===== config.mk =====
export PLATFORM = sky130hd
export DESIGN_NAME = alu_frame_ctrl_flat
export DESIGN_NICKNAME = d
export VERILOG_FILES = /design/src/rtl/alu_pkg.sv /design/src/rtl/alu_frame_ctrl_if.sv /design/src/rtl/alu_frame_timer.sv /design/src/rtl/alu_frame_ctrl.sv /design/src/flat_wrapper.sv
export SDC_FILE = /design/constraint.sdc
export NUM_CORES = 1
export LEC_CHECK = 0
export ABC_AREA = 1
export ABC_CLOCK_PERIOD_IN_PS = 2000
export CORE_AREA = 2 2 75 77
export DETAILED_ROUTE_END_ITERATION = 6
export DIE_AREA = 0 0 77 79
export PLACE_DENSITY = 0.78
export SYNTH_ARGS = -nofsm -noshare
export SYNTH_HDL_FRONTEND = slang
export SYNTH_SLANG_ARGS = --single-unit

===== constraint.sdc =====
create_clock -name i_clk -period 2 [get_ports i_clk]
set_input_delay 0.3 -clock i_clk [delete_from_list [all_inputs] [get_ports i_clk]]
set_output_delay 0.3 -clock i_clk [all_outputs]
set_load 0.02 [all_outputs]

===== src/rtl/alu_pkg.sv =====
// Shared ALU definitions: opcode codes, frame FSM state encoding and the
// default error byte returned for an unrecognised opcode.
package alu_pkg;

    localparam logic [5:0] ADD = 6'b100000;
    localparam logic [5:0] SUB = 6'b100010;
    localparam logic [5:0] AND = 6'b100100;
    localparam logic [5:0] OR  = 6'b100101;
    localparam logic [5:0] XOR = 6'b100110;
    localparam logic [5:0] SRA = 6'b000011;
    localparam logic [5:0] SRL = 6'b000010;
    localparam logic [5:0] NOR = 6'b100111;

    localparam logic [7:0] ERR_BYTE_DEFAULT = 8'hEE;

    typedef enum logic [2:0] {
        WAIT_A  = 3'd0,
        WAIT_B  = 3'd1,
        WAIT_OP = 3'd2,
        EXEC    = 3'd3,
        SEND    = 3'd4
    } frame_state_t;

    function automatic logic opcode_legal(input logic [5:0] op);
        case (op)
            ADD, SUB, AND, OR, XOR, SRA, SRL, NOR: return 1'b1;
            default:                               return 1'b0;
        endcase
    endfunction

endpackage


===== src/rtl/alu_frame_ctrl_if.sv =====
// Byte-stream, ALU and status bundle of alu_frame_ctrl. The master modport is
// the frame controller; the slave modport is the surrounding system.
interface alu_frame_ctrl_if #(
    parameter int unsigned BITS_DATA = 8,
    parameter int unsigned BITS_OP   = 6
);
    logic [BITS_DATA-1:0] i_rx_data;
    logic                 i_rx_valid;
    logic [BITS_DATA-1:0] o_alu_a;
    logic [BITS_DATA-1:0] o_alu_b;
    logic [BITS_OP-1:0]   o_alu_op;
    logic [BITS_DATA-1:0] i_alu_result;
    logic [BITS_DATA-1:0] o_tx_data;
    logic                 o_tx_valid;
    logic                 i_tx_ready;
    logic                 o_drop;
    logic                 o_timeout;
    logic                 o_err;

    modport master (
        input  i_rx_data, i_rx_valid, i_alu_result, i_tx_ready,
        output o_alu_a, o_alu_b, o_alu_op, o_tx_data, o_tx_valid,
               o_drop, o_timeout, o_err
    );

    modport slave (
        output i_rx_data, i_rx_valid, i_alu_result, i_tx_ready,
        input  o_alu_a, o_alu_b, o_alu_op, o_tx_data, o_tx_valid,
               o_drop, o_timeout, o_err
    );
endinterface


===== src/rtl/alu_frame_timer.sv =====
// Idle counter between frame bytes; o_expire is high in the last allowed idle
// cycle. TIMEOUT_CYCLES=0 removes the counter and never expires.
module alu_frame_timer #(
    parameter int unsigned TIMEOUT_CYCLES = 1000000
) (
    input  logic i_clk,
    input  logic i_rst_n,
    input  logic i_clear,
    input  logic i_enable,
    output logic o_expire
);

    generate
        if (TIMEOUT_CYCLES == 0) begin : g_off
            assign o_expire = 1'b0;
        end else begin : g_on
            localparam int unsigned CW = $clog2(TIMEOUT_CYCLES + 1);
            localparam logic [CW-1:0] LAST = CW'(TIMEOUT_CYCLES - 1);

            logic [CW-1:0] count_r;

            // Idle cycle counter, restarted by any accepted byte or leaving the wait states
            always_ff @(posedge i_clk or negedge i_rst_n) begin
                if (!i_rst_n) begin
                    count_r <= {CW{1'b0}};
                end else if (i_clear || !i_enable || (count_r == LAST)) begin
                    count_r <= {CW{1'b0}};
                end else begin
                    count_r <= count_r + CW'(1'b1);
                end
            end

            assign o_expire = i_enable && !i_clear && (count_r == LAST);
        end
    endgenerate

endmodule


===== src/rtl/alu_frame_ctrl.sv =====
// Collects an (A, B, opcode) byte frame for the ALU and returns its result byte.
// Define ALU_FRAME_OPCHECK_EN to reject unknown opcodes with ERR_BYTE and o_err.
module alu_frame_ctrl
    import alu_pkg::*;
#(
    parameter int unsigned          BITS_DATA      = 8,
    parameter int unsigned          BITS_OP        = 6,
    parameter int unsigned          TIMEOUT_CYCLES = 1000000,
    parameter logic [BITS_DATA-1:0] ERR_BYTE       = BITS_DATA'(ERR_BYTE_DEFAULT)
) (
    input  logic               i_clk,
    input  logic               i_rst_n,
    alu_frame_ctrl_if.master   bus
);

    frame_state_t         state_r;
    frame_state_t         state_s;
    logic [BITS_DATA-1:0] alu_a_r;
    logic [BITS_DATA-1:0] alu_b_r;
    logic [BITS_OP-1:0]   alu_op_r;
    logic [BITS_DATA-1:0] tx_data_r;
    logic                 tx_valid_r;
    logic                 drop_r;
    logic                 timeout_r;
    logic                 err_r;
    logic                 timer_en_s;
    logic                 expire_s;

    assign timer_en_s = (state_r == WAIT_B) || (state_r == WAIT_OP);

    alu_frame_timer #(
        .TIMEOUT_CYCLES (TIMEOUT_CYCLES)
    ) u_timer (
        .i_clk    (i_clk),
        .i_rst_n  (i_rst_n),
        .i_clear  (bus.i_rx_valid),
        .i_enable (timer_en_s),
        .o_expire (expire_s)
    );

    // Next-state decode; a byte on the expiry cycle takes priority over the timeout
    always_comb begin
        state_s = state_r;
        case (state_r)
            WAIT_A: begin
                if (bus.i_rx_valid) state_s = WAIT_B;
                else                state_s = WAIT_A;
            end
            WAIT_B: begin
                if (bus.i_rx_valid) state_s = WAIT_OP;
                else if (expire_s)  state_s = WAIT_A;
                else                state_s = WAIT_B;
            end
            WAIT_OP: begin
                if (bus.i_rx_valid) state_s = EXEC;
                else if (expire_s)  state_s = WAIT_A;
                else                state_s = WAIT_OP;
            end
            EXEC:    state_s = SEND;
            SEND: begin
                if (tx_valid_r && bus.i_tx_ready) state_s = WAIT_A;
                else                              state_s = SEND;
            end
            default: state_s = WAIT_A;
        endcase
    end

    // State register
    always_ff @(posedge i_clk or negedge i_rst_n) begin
        if (!i_rst_n) state_r <= WAIT_A;
        else          state_r <= state_s;
    end

    // Operand capture, result capture and status pulses
    always_ff @(posedge i_clk or negedge i_rst_n) begin
        if (!i_rst_n) begin
            alu_a_r    <= {BITS_DATA{1'b0}};
            alu_b_r    <= {BITS_DATA{1'b0}};
            alu_op_r   <= {BITS_OP{1'b0}};
            tx_data_r  <= {BITS_DATA{1'b0}};
            tx_valid_r <= 1'b0;
            drop_r     <= 1'b0;
            timeout_r  <= 1'b0;
        end else begin
            if ((state_r == WAIT_A) && bus.i_rx_valid) alu_a_r <= bus.i_rx_data;
            if ((state_r == WAIT_B) && bus.i_rx_valid) alu_b_r <= bus.i_rx_data;
            if ((state_r == WAIT_OP) && bus.i_rx_valid) alu_op_r <= bus.i_rx_data[BITS_OP-1:0];
            // err_r is high exactly during EXEC for an illegal opcode
            if (state_r == EXEC) tx_data_r <= err_r ? ERR_BYTE : bus.i_alu_result;
            tx_valid_r <= (state_s == SEND);
            drop_r     <= bus.i_rx_valid && ((state_r == EXEC) || (state_r == SEND));
            timeout_r  <= expire_s;
        end
    end

`ifdef ALU_FRAME_OPCHECK_EN
    // Illegal-opcode flag, raised for the EXEC cycle that follows the opcode byte
    always_ff @(posedge i_clk or negedge i_rst_n) begin
        if (!i_rst_n) begin
            err_r <= 1'b0;
        end else begin
            err_r <= (state_r == WAIT_OP) && bus.i_rx_valid &&
                     !opcode_legal(6'(bus.i_rx_data[BITS_OP-1:0]));
        end
    end
`else
    assign err_r = 1'b0;
`endif

    assign bus.o_alu_a    = alu_a_r;
    assign bus.o_alu_b    = alu_b_r;
    assign bus.o_alu_op   = alu_op_r;
    assign bus.o_tx_data  = tx_data_r;
    assign bus.o_tx_valid = tx_valid_r;
    assign bus.o_drop     = drop_r;
    assign bus.o_timeout  = timeout_r;
    assign bus.o_err      = err_r;

endmodule


===== src/flat_wrapper.sv =====
// flat-port wrapper written by rule: the top's interface ports become plain ports
module alu_frame_ctrl_flat import alu_pkg::*;
#(
    parameter int unsigned          BITS_DATA      = 8,
    parameter int unsigned          BITS_OP        = 6,
    parameter int unsigned          TIMEOUT_CYCLES = 1000000,
    parameter logic [BITS_DATA-1:0] ERR_BYTE       = BITS_DATA'(ERR_BYTE_DEFAULT)
)
  (i_clk, i_rst_n, bus_i_rx_data, bus_i_rx_valid, bus_i_alu_result, bus_i_tx_ready, bus_o_alu_a, bus_o_alu_b, bus_o_alu_op, bus_o_tx_data, bus_o_tx_valid, bus_o_drop, bus_o_timeout, bus_o_err);
  alu_frame_ctrl_if #(.BITS_DATA(BITS_DATA), .BITS_OP(BITS_OP)) bus_i ();
  input  logic i_clk;
  input  logic i_rst_n;
  input wire logic [$bits(bus_i.i_rx_data)-1:0] bus_i_rx_data;
  input wire logic [$bits(bus_i.i_rx_valid)-1:0] bus_i_rx_valid;
  input wire logic [$bits(bus_i.i_alu_result)-1:0] bus_i_alu_result;
  input wire logic [$bits(bus_i.i_tx_ready)-1:0] bus_i_tx_ready;
  output wire logic [$bits(bus_i.o_alu_a)-1:0] bus_o_alu_a;
  output wire logic [$bits(bus_i.o_alu_b)-1:0] bus_o_alu_b;
  output wire logic [$bits(bus_i.o_alu_op)-1:0] bus_o_alu_op;
  output wire logic [$bits(bus_i.o_tx_data)-1:0] bus_o_tx_data;
  output wire logic [$bits(bus_i.o_tx_valid)-1:0] bus_o_tx_valid;
  output wire logic [$bits(bus_i.o_drop)-1:0] bus_o_drop;
  output wire logic [$bits(bus_i.o_timeout)-1:0] bus_o_timeout;
  output wire logic [$bits(bus_i.o_err)-1:0] bus_o_err;
  assign bus_i.i_rx_data = bus_i_rx_data;
  assign bus_i.i_rx_valid = bus_i_rx_valid;
  assign bus_i.i_alu_result = bus_i_alu_result;
  assign bus_i.i_tx_ready = bus_i_tx_ready;
  assign bus_o_alu_a = bus_i.o_alu_a;
  assign bus_o_alu_b = bus_i.o_alu_b;
  assign bus_o_alu_op = bus_i.o_alu_op;
  assign bus_o_tx_data = bus_i.o_tx_data;
  assign bus_o_tx_valid = bus_i.o_tx_valid;
  assign bus_o_drop = bus_i.o_drop;
  assign bus_o_timeout = bus_i.o_timeout;
  assign bus_o_err = bus_i.o_err;
  alu_frame_ctrl #(.BITS_DATA(BITS_DATA), .BITS_OP(BITS_OP), .TIMEOUT_CYCLES(TIMEOUT_CYCLES), .ERR_BYTE(ERR_BYTE)) u_core (.i_clk(i_clk), .i_rst_n(i_rst_n), .bus(bus_i));
endmodule

Yosys cells after proc, flatten, opt, wreduce, memory -nomap -nowiden
Cells that the tools add are included.
Word-level totals
  bits in registers: 56
  input bits: 20
  output and inout port bits: 34
  word-level logic and storage cells: 38
Cells by class
  add/subtract/negate cells: 1
  equality and inequality tests: 6
  multiplexer cells: 8
  reductions and logical operators: 14
Operator list (count)
  20-bit by 1-bit adder with 20-bit output (second input constant): 1
  20-bit == test (second input constant): 1
  20-bit two-way mux: 1
  3-bit case mux with 5 select lines: 1
  3-bit two-way mux: 3
  1-bit logical AND: 7
  3-bit by 2-bit == test with 1-bit output (second input constant): 2
  3-bit == test (second input constant): 2
  1-bit logical OR: 4
  3-bit by 1-bit == test with 1-bit output (second input constant): 1
  3-bit zero test: 1
  1-bit zero test: 2
  1-bit two-way mux: 2
  2-bit two-way mux: 1

Depth between registers and ports, before layout
Gate-level depths: netlist of the first run.
  word-level depth: 8
  gate-level depth with buffers: 9
  gate-level depth less buffers: 8

By module
From an unflattened synthesis of the first run, not the netlist that was laid out.
Second synthesis, totals
  cell total of the unflattened synthesis: 321
  area total of the unflattened synthesis: 2675.1 um2
By module, submodules not included
  alu_frame_ctrl: times used 1, cells an instance 161, area each 1465.2 um2, sequential area each 900.9 um2
  alu_frame_timer: times used 1, cells an instance 160, area each 1209.9 um2, sequential area each 500.5 um2

Worst setup path before layout of the first run
No wires, ideal clock.
  kind: register -> register
  from: register u_core.u_timer.g_on.count_r[0]
  to: register u_core.u_timer.g_on.count_r[10]
  library setup time: 0.120 ns
  data arrival time: 1.298 ns
  data required time: 1.880 ns
  slack: 0.582 ns
  stages on the path, launching flop included: 10
  path buffers: 1
  period minus slack after synthesis: 1.418 ns
  cell sequence: dfrtp_1 > ha_1 > nand2_2 > nor2_4 > inv_2 > nor2_4 > nand2_2 > nand2_4 > buf_6 > nor2_1
Between the ends
  cells in the longest elaborated chain, start to end: 3
  elaborated cells on any way between the ends: 4
  those cells by class: 1 x add/sub; 1 x eq/ne; 1 x mux; 1 x reduce/logical
Ends and longest elaborated chain
  from (decl): RTL line alu_frame_timer.sv:20  | logic [CW-1:0] count_r;
  from (signal assigned): RTL line alu_frame_timer.sv:25  | count_r <= {CW{1'b0}};
  from (signal assigned): RTL line alu_frame_timer.sv:27  | count_r <= {CW{1'b0}};
  from (signal assigned): RTL line alu_frame_timer.sv:29  | count_r <= count_r + CW'(1'b1);
  parallel branches: the longest is 2 deep, another holds 20-bit by 1-bit adder with 20-bit output
  20-bit two-way mux *: RTL line alu_frame_timer.sv:26  | end else if (i_clear || !i_enable || (count_r == LAST)) begin
Mark *: on every way between the ends.
A chain may end at the register's enable or synchronous reset.

Worst setup path after layout of the first run
  from: register u_core.u_timer.g_on.count_r[0]
  to: register u_core.u_timer.g_on.count_r[19]
The elaborated chain is that of the path after synthesis.

==> results.cfg, run 1 <==
[run_status]
status = completed

[synth]
synth_fa_ha_area_frac = 0.004817
synth_xor_area_frac = 0.04383
muxShareOfSynthArea = 0.03468
synthSimpleGateAreaFrac = 0.2567
yosysTopAreaCell = dfrtp_1
synth_warnings = 0
ys_types = 27
synth_top_family_by_area = simple AND/OR/NAND/NOR gates
synthTopCellsByArea = dfrtp_1, nand2_1, nor2_1
syn_nets = 306
synth_compound_area_frac = 0.05829
synth_seq_cells = 56
synthesis.area_sq_um = 2597
syn_inst = 285
netlist.area_leader.share = 0.5395
yosysSeqAreaShare = 0.5395
syn_area_per_cell_sq_um = 9.114

[power]
combPwrFrac = 0.394
p_int_mw = 2.712
pwr-share-clk = 0.203
total_leakage_power_nw = 1.392
switchingPower_mw = 1.434
vdd_ir_drop_max_v = 0.0007397
swShare = 0.3458
power_frac_seq = 0.403
p_per_area_nw_per_um2 = 1264

[clock_network]
tritoncts = done
clockBufferDepth = 2
root_buffer = clkbuf_8
cts-htree-levels = 2
cts_hold_buffers = 0
clk_pin_slew_worst_paths_ns = 0.09
cts_resized = 0
clock_sinks = 56
clk_latency_ns = 0.30
numCtsBuffers = 5
post_cts_buffers = 0

[final_layout]
finalNetCount = 360
antennaDiodeCount = 0
design_area_sq_um = 3279
area_delta_synth_final_pct = 26.25
drive_gt1_frac = 0.1357

[worst_setup_path]
rr_endpoint = u_core.u_timer.g_on.count_r[19]
reg2reg_slack_ns = 0.34
crit_required_ns = 2.18
cp_data_arrival_time_ns = 1.85
ff2ff_path_depth = 8
setup.worst_path.start_class = flip-flop
crit_fanout = 20
setup.worst_path.end_class = flip-flop
reg2reg_from = u_core.u_timer.g_on.count_r[0]
critical_path_class = flip-flop to flip-flop

[sta]
finalWorstSetupSlack_ns = 0.3356
max_clock_freq_mhz = 600.8
tns_ns = 0
final-setup-viol-count = 0
slew_viol_final = 0
slew_headroom = 0.5453
finalCriticalPeriod_ns = 1.664
hold_viol = 0
min_period_over_period = 0.8322
clock_skew_ns = 0.005520
hold_slack_ns = 0.1135
tightest_slew_ns = 0.6820
rsz0062_at_grt = false

[job]
drv_cap = 0

[global_route]
grt_max_degree = 57
overflow = 0
grt.total_usage = 0.1808
grt_pass1_vias = 1992
antenna_found_initial = 0
grt_pass1_wl_mm = 8.818

[placement]
port_buffers = 52
place_congestion = 0.8820
dpl_cell_area_sq_um = 3151
post-place-ws_ns = 0.2723
dp_hpwl_mm = 3.636

[floorplanning]
die_area_sq_um = 6083
core_sq_um = 5338
row_count = 27
dieWidth_um = 77
die_y_um = 79
io_pins = 54
start_util = 0.4866

[drt]
post_drt_wl_per_cell_um = 12.24
wl_mm = 5.031
avgViaCountPerCell = 4.839
firstDrtPassIters = 4
drt_iter0_drc = 72
postRouteAntennaNets = 0
route.vias.total = 1989
drc = 0

[worst_hold_path]
min_path_type = input port to async pin
cell type report:
class                           count  area, sq um
Fill cell                         478         2058
Multi-Input combinational cell    197         1039
Tap cell                           72        90.09
Sequential cell                    56         1401
Clock inverter                      2        60.06
Clock buffer                        5        68.82
Inverter                           26        97.59
Timing Repair Buffer               53        523.0
worst max path at each step:
stage | start | end | cells past startpoint | slack [ns]
after floorplan | u_core.u_timer.g_on.count_r[0] | u_core.u_timer.g_on.count_r[10] | 9 | 0.58
after global placement | bus_i_rx_valid | u_core.bus.o_alu_a[5] | 6 | 0.30
after detailed placement | bus_i_rx_valid | u_core.bus.o_alu_a[6] | 5 | 0.27
after CTS | u_core.u_timer.g_on.count_r[0] | u_core.u_timer.g_on.count_r[19] | 8 | 0.30
after global routing | u_core.u_timer.g_on.count_r[0] | u_core.u_timer.g_on.count_r[17] | 8 | 0.17
final | u_core.u_timer.g_on.count_r[0] | u_core.u_timer.g_on.count_r[19] | 8 | 0.34
layer usage:
metal,up-vias,track usage,share of wire
met5,-,0,0
met4,0,0.05179,0.012
met3,7,0.06023,0.071
met2,46,0.2921,0.45
met1,946,0.2341,0.46
li1,990,-,-
registers in the layout, indices dropped and copies added (netlist names):
register                     count
u_core.u_timer.g_on.count_r     20
u_core.bus.o_alu_a               8
u_core.bus.o_alu_b               8
u_core.bus.o_tx_data             8
u_core.bus.o_alu_op              6
u_core.state_r                   3
u_core.bus.o_drop                1
u_core.bus.o_timeout             1
u_core.bus.o_tx_valid            1
layout by cell type (no fill, tap or decap), types with 2 or more instances in the layout:
cell,synthesis,layout
clkbuf_8,0,5
nand4_1,2,2
nor2_2,15,15
nand2_1,67,67
nor2_1,38,38
nor2_4,4,4
clkdlybuf4s50_1,0,51
dfrtp_1,56,56
xor2_1,8,8
nand2_2,6,6
a31oi_1,2,2
mux2_2,8,8
bufinv_16,0,2
inv_1,25,25
xnor2_1,5,5
nand3_1,11,11
o21ai_0,23,23
synth_stat cells, drive strengths merged:
library cell   n
nand3         12
conb           1
o21ai         24
inv           26
nand4          2
nor2          57
a22oi          1
mux2           8
ha             1
o21bai         1
a31oi          2
buf            6
xnor2          5
nand2         74
nor3b          1
xor2           8
dfrtp         56
power by group through the flow:
stage          registers [mW]  logic, mW  clock network, mW
2_1_floorplan            2.04      0.566                  0
3_3_place_gp             1.67       1.62                  0
3_5_place_dp             1.68       1.65                  0
4_1_cts                  1.67       1.66              0.867
5_1_grt                  1.72       1.78              0.918
6_report                 1.67       1.63              0.843
logic make-up after synthesis:
logic type / Yosys count
AO/OA/AOI/OAI: 28
XOR/XNOR: 13
adder cells (fa/ha/maj): 1
buffers and inverters: 32
flip-flops: 56
multiplexers: 8
other: 1
AND/OR/NAND/NOR: 146
worst max-delay path, stage by stage, from the launching register on:
cell	delay [ns]
dfrtp_1	0.44
ha_1	0.28
nand2_2	0.10
nor2_4	0.17
inv_2	0.06
nor2_4	0.09
nand2_2	0.08
nand2_4	0.24
nor2_1	0.09
stage by stage:
stage / util / total power, mW / cells
after detailed placement: 0.5902 / 3.334 / 404
after global placement: 0.5902 / 3.294 / 404
after global routing: 0.6144 / 4.416 / 411
final: 0.6144 / 4.145 / 411
after CTS: 0.6144 / 4.198 / 411
after floorplan: - / 2.604 / 285
(Power assumes the default switching activity.)
==> run 2: changes to the inputs <==
--- a/config.mk
+++ b/config.mk
@@ -6,7 +6,7 @@
 export NUM_CORES = 1
 export LEC_CHECK = 0
 export ABC_AREA = 1
-export ABC_CLOCK_PERIOD_IN_PS = 2000
+export ABC_CLOCK_PERIOD_IN_PS = 1700
 export CORE_AREA = 2 2 75 77
 export DETAILED_ROUTE_END_ITERATION = 6
 export DIE_AREA = 0 0 77 79
==> constraint.sdc (replaced) <==
create_clock -name i_clk -period 1.7 [get_ports i_clk]
set_input_delay 0.255 -clock i_clk [delete_from_list [all_inputs] [get_ports i_clk]]
set_output_delay 0.255 -clock i_clk [all_outputs]
set_load 0.02 [all_outputs]
==> results.cfg, run 2 (synthesized netlist as in run 1, its figures left out) <==
[drt]
drt_iter0_drc = 135
avgViaCountPerCell = 4.798
firstDrtPassIters = 4
drc = 0
wl_mm = 5.236
postRouteAntennaNets = 0
route.vias.total = 1991
post_drt_wl_per_cell_um = 12.62

[global_route]
overflow = 0
met1_usage = 0.2304
antenna_found_initial = 0
grt_max_degree = 57
grt_pass1_wl_mm = 9.121
grt_pass1_vias = 2010
globalRouteMet2Util = 0.3149
gr-usage-met3 = 0.05682
grt.total_usage = 0.1889
gr-max-usage-layer = met2

[sta]
final-setup-viol-count = 0
finalWorstSetupSlack_ns = 0.1215
min_period_over_period = 0.9285
hold_viol = 0
finalCriticalPeriod_ns = 1.578
tightest_slew_ns = 0.5021
rsz0062_at_grt = false
slew_headroom = 0.6645
tns_ns = 0
clock_skew_ns = 0.006778
slew_viol_final = 0
max_clock_freq_mhz = 633.5

[clock_network]
clk_pin_slew_worst_paths_ns = 0.11
clockBufferDepth = 2
cts-htree-levels = 2
root_buffer = clkbuf_8
numCtsBuffers = 5
clock_sinks = 56
post_cts_buffers = 0
tritoncts = done
clk_latency_ns = 0.32

[final_layout]
final_common_cell = nand2_1
final_cell_mix = nand2_1, dfrtp_1, clkdlybuf4s50_1
largest-register = u_core.u_timer.g_on.count_r
antennaDiodeCount = 0
finalNetCount = 363
area_delta_synth_final_pct = 26.25
fill_cells = 452
largest_register_ffs = 20
drive_gt1_frac = 0.1429
finalNonFillerCells = 415
postLayoutCoreUtil = 0.6144

[worst_setup_path]
crit_family = buffers and inverters
reg2reg_from = u_core.u_timer.g_on.count_r[1]
crit_buf_inv = 1
crit_chain = clkdlybuf4s50_1
cpPeakStageDelay_ns = 0.63
slowest_stage = clkdlybuf4s50_1
setup.worst_path.end_class = output pin
critical_path_class = flip-flop to output pin
cp_data_arrival_time_ns = 1.32
startpoint = u_core.bus.o_alu_a[6]
setup.worst_path.start_class = flip-flop
ff2ff_path_depth = 8
reg2reg_slack_ns = 0.17
rr_endpoint = u_core.u_timer.g_on.count_r[15]
crit_required_ns = 1.44
crit_fanout = 2

[worst_hold_path]
min_path_type = input port to async pin

[power]
finalPower_mw = 4.672
vdd_ir_drop_max_v = 0.001129
total_leakage_power_nw = 1.386
p_per_area_nw_per_um2 = 1425

[floorplanning]
die_area_sq_um = 6083
start_util = 0.4866
dieWidth_um = 77
row_count = 27
io_pins = 54
die_y_um = 79
core_sq_um = 5338

[placement]
port_buffers = 52
place_congestion = 0.8952
post-place-ws_ns = 0.02334
dp_hpwl_mm = 3.838
post-place-cells = 406

[run_status]
status = completed

[job]
drv_cap = 0
run 2: how the worst max path moves through the flow:
stage / cells past startpoint / endpoint / slack [ns]
after detailed placement: 5 / u_core.bus.o_alu_a[3] / 0.02
after CTS: 1 / bus_o_tx_valid / 0.11
after global routing: 8 / u_core.u_timer.g_on.count_r[18] / 0.02
after global placement: 6 / u_core.bus.o_alu_a[5] / 0.14
after floorplan: 9 / u_core.u_timer.g_on.count_r[10] / 0.28
final: 1 / bus_o_alu_a[6] / 0.12
run 2: layer usage:
metal | up-vias | wire, um
met2 | 60 | 2514
met1 | 923 | 2257
li1 | 996 | -
met3 | 12 | 368
met4 | 0 | 95
met5 | - | 0
run 2: report_power, final:
part | switching (mW) | internal, mW
Sequential | 0.233 | 1.73
Clock | 0.455 | 0.295
Combinational | 1.06 | 0.904
run 2: layout make-up:
class / count / area (sq um) / share of cell area
clock buffer: 6 / 72.57 / 0.02213
clock inverter: 2 / 16.27 / 0.004960
inverter: 26 / 97.59 / 0.02976
multi-input combinational: 197 / 1041 / 0.3174
sequential: 56 / 1401 / 0.4273
tap: 72 / 90.09 / 0.02747
timing repair buffer: 56 / 560.5 / 0.1709
run 2: worst reg2reg max path: cells and delay by family, from the launching register on:
family / cells / cell delay (ns)
DFF: 1 / 0.38
buffers and inverters: 1 / 0.06
and+or+nand+nor: 6 / 0.74
adders and majority gates: 1 / 0.24
run 2: repair_timing:
item / CTS / global route
endpoints found under the setup margin: 0 / 3
hold buffers: 1 / 0
gates resized for setup: 0 / 1
hold endpoints to repair: 56 / 0
run 2: through the flow:
stage	hold WS, ns	instance area [sq um]
after detailed placement	0.2764	3178
final	0.4615	3279
after global placement	0.2730	3178
after global routing	0.5172	3279
after CTS	0.4740	3277
after floorplan	-0.04059	2597
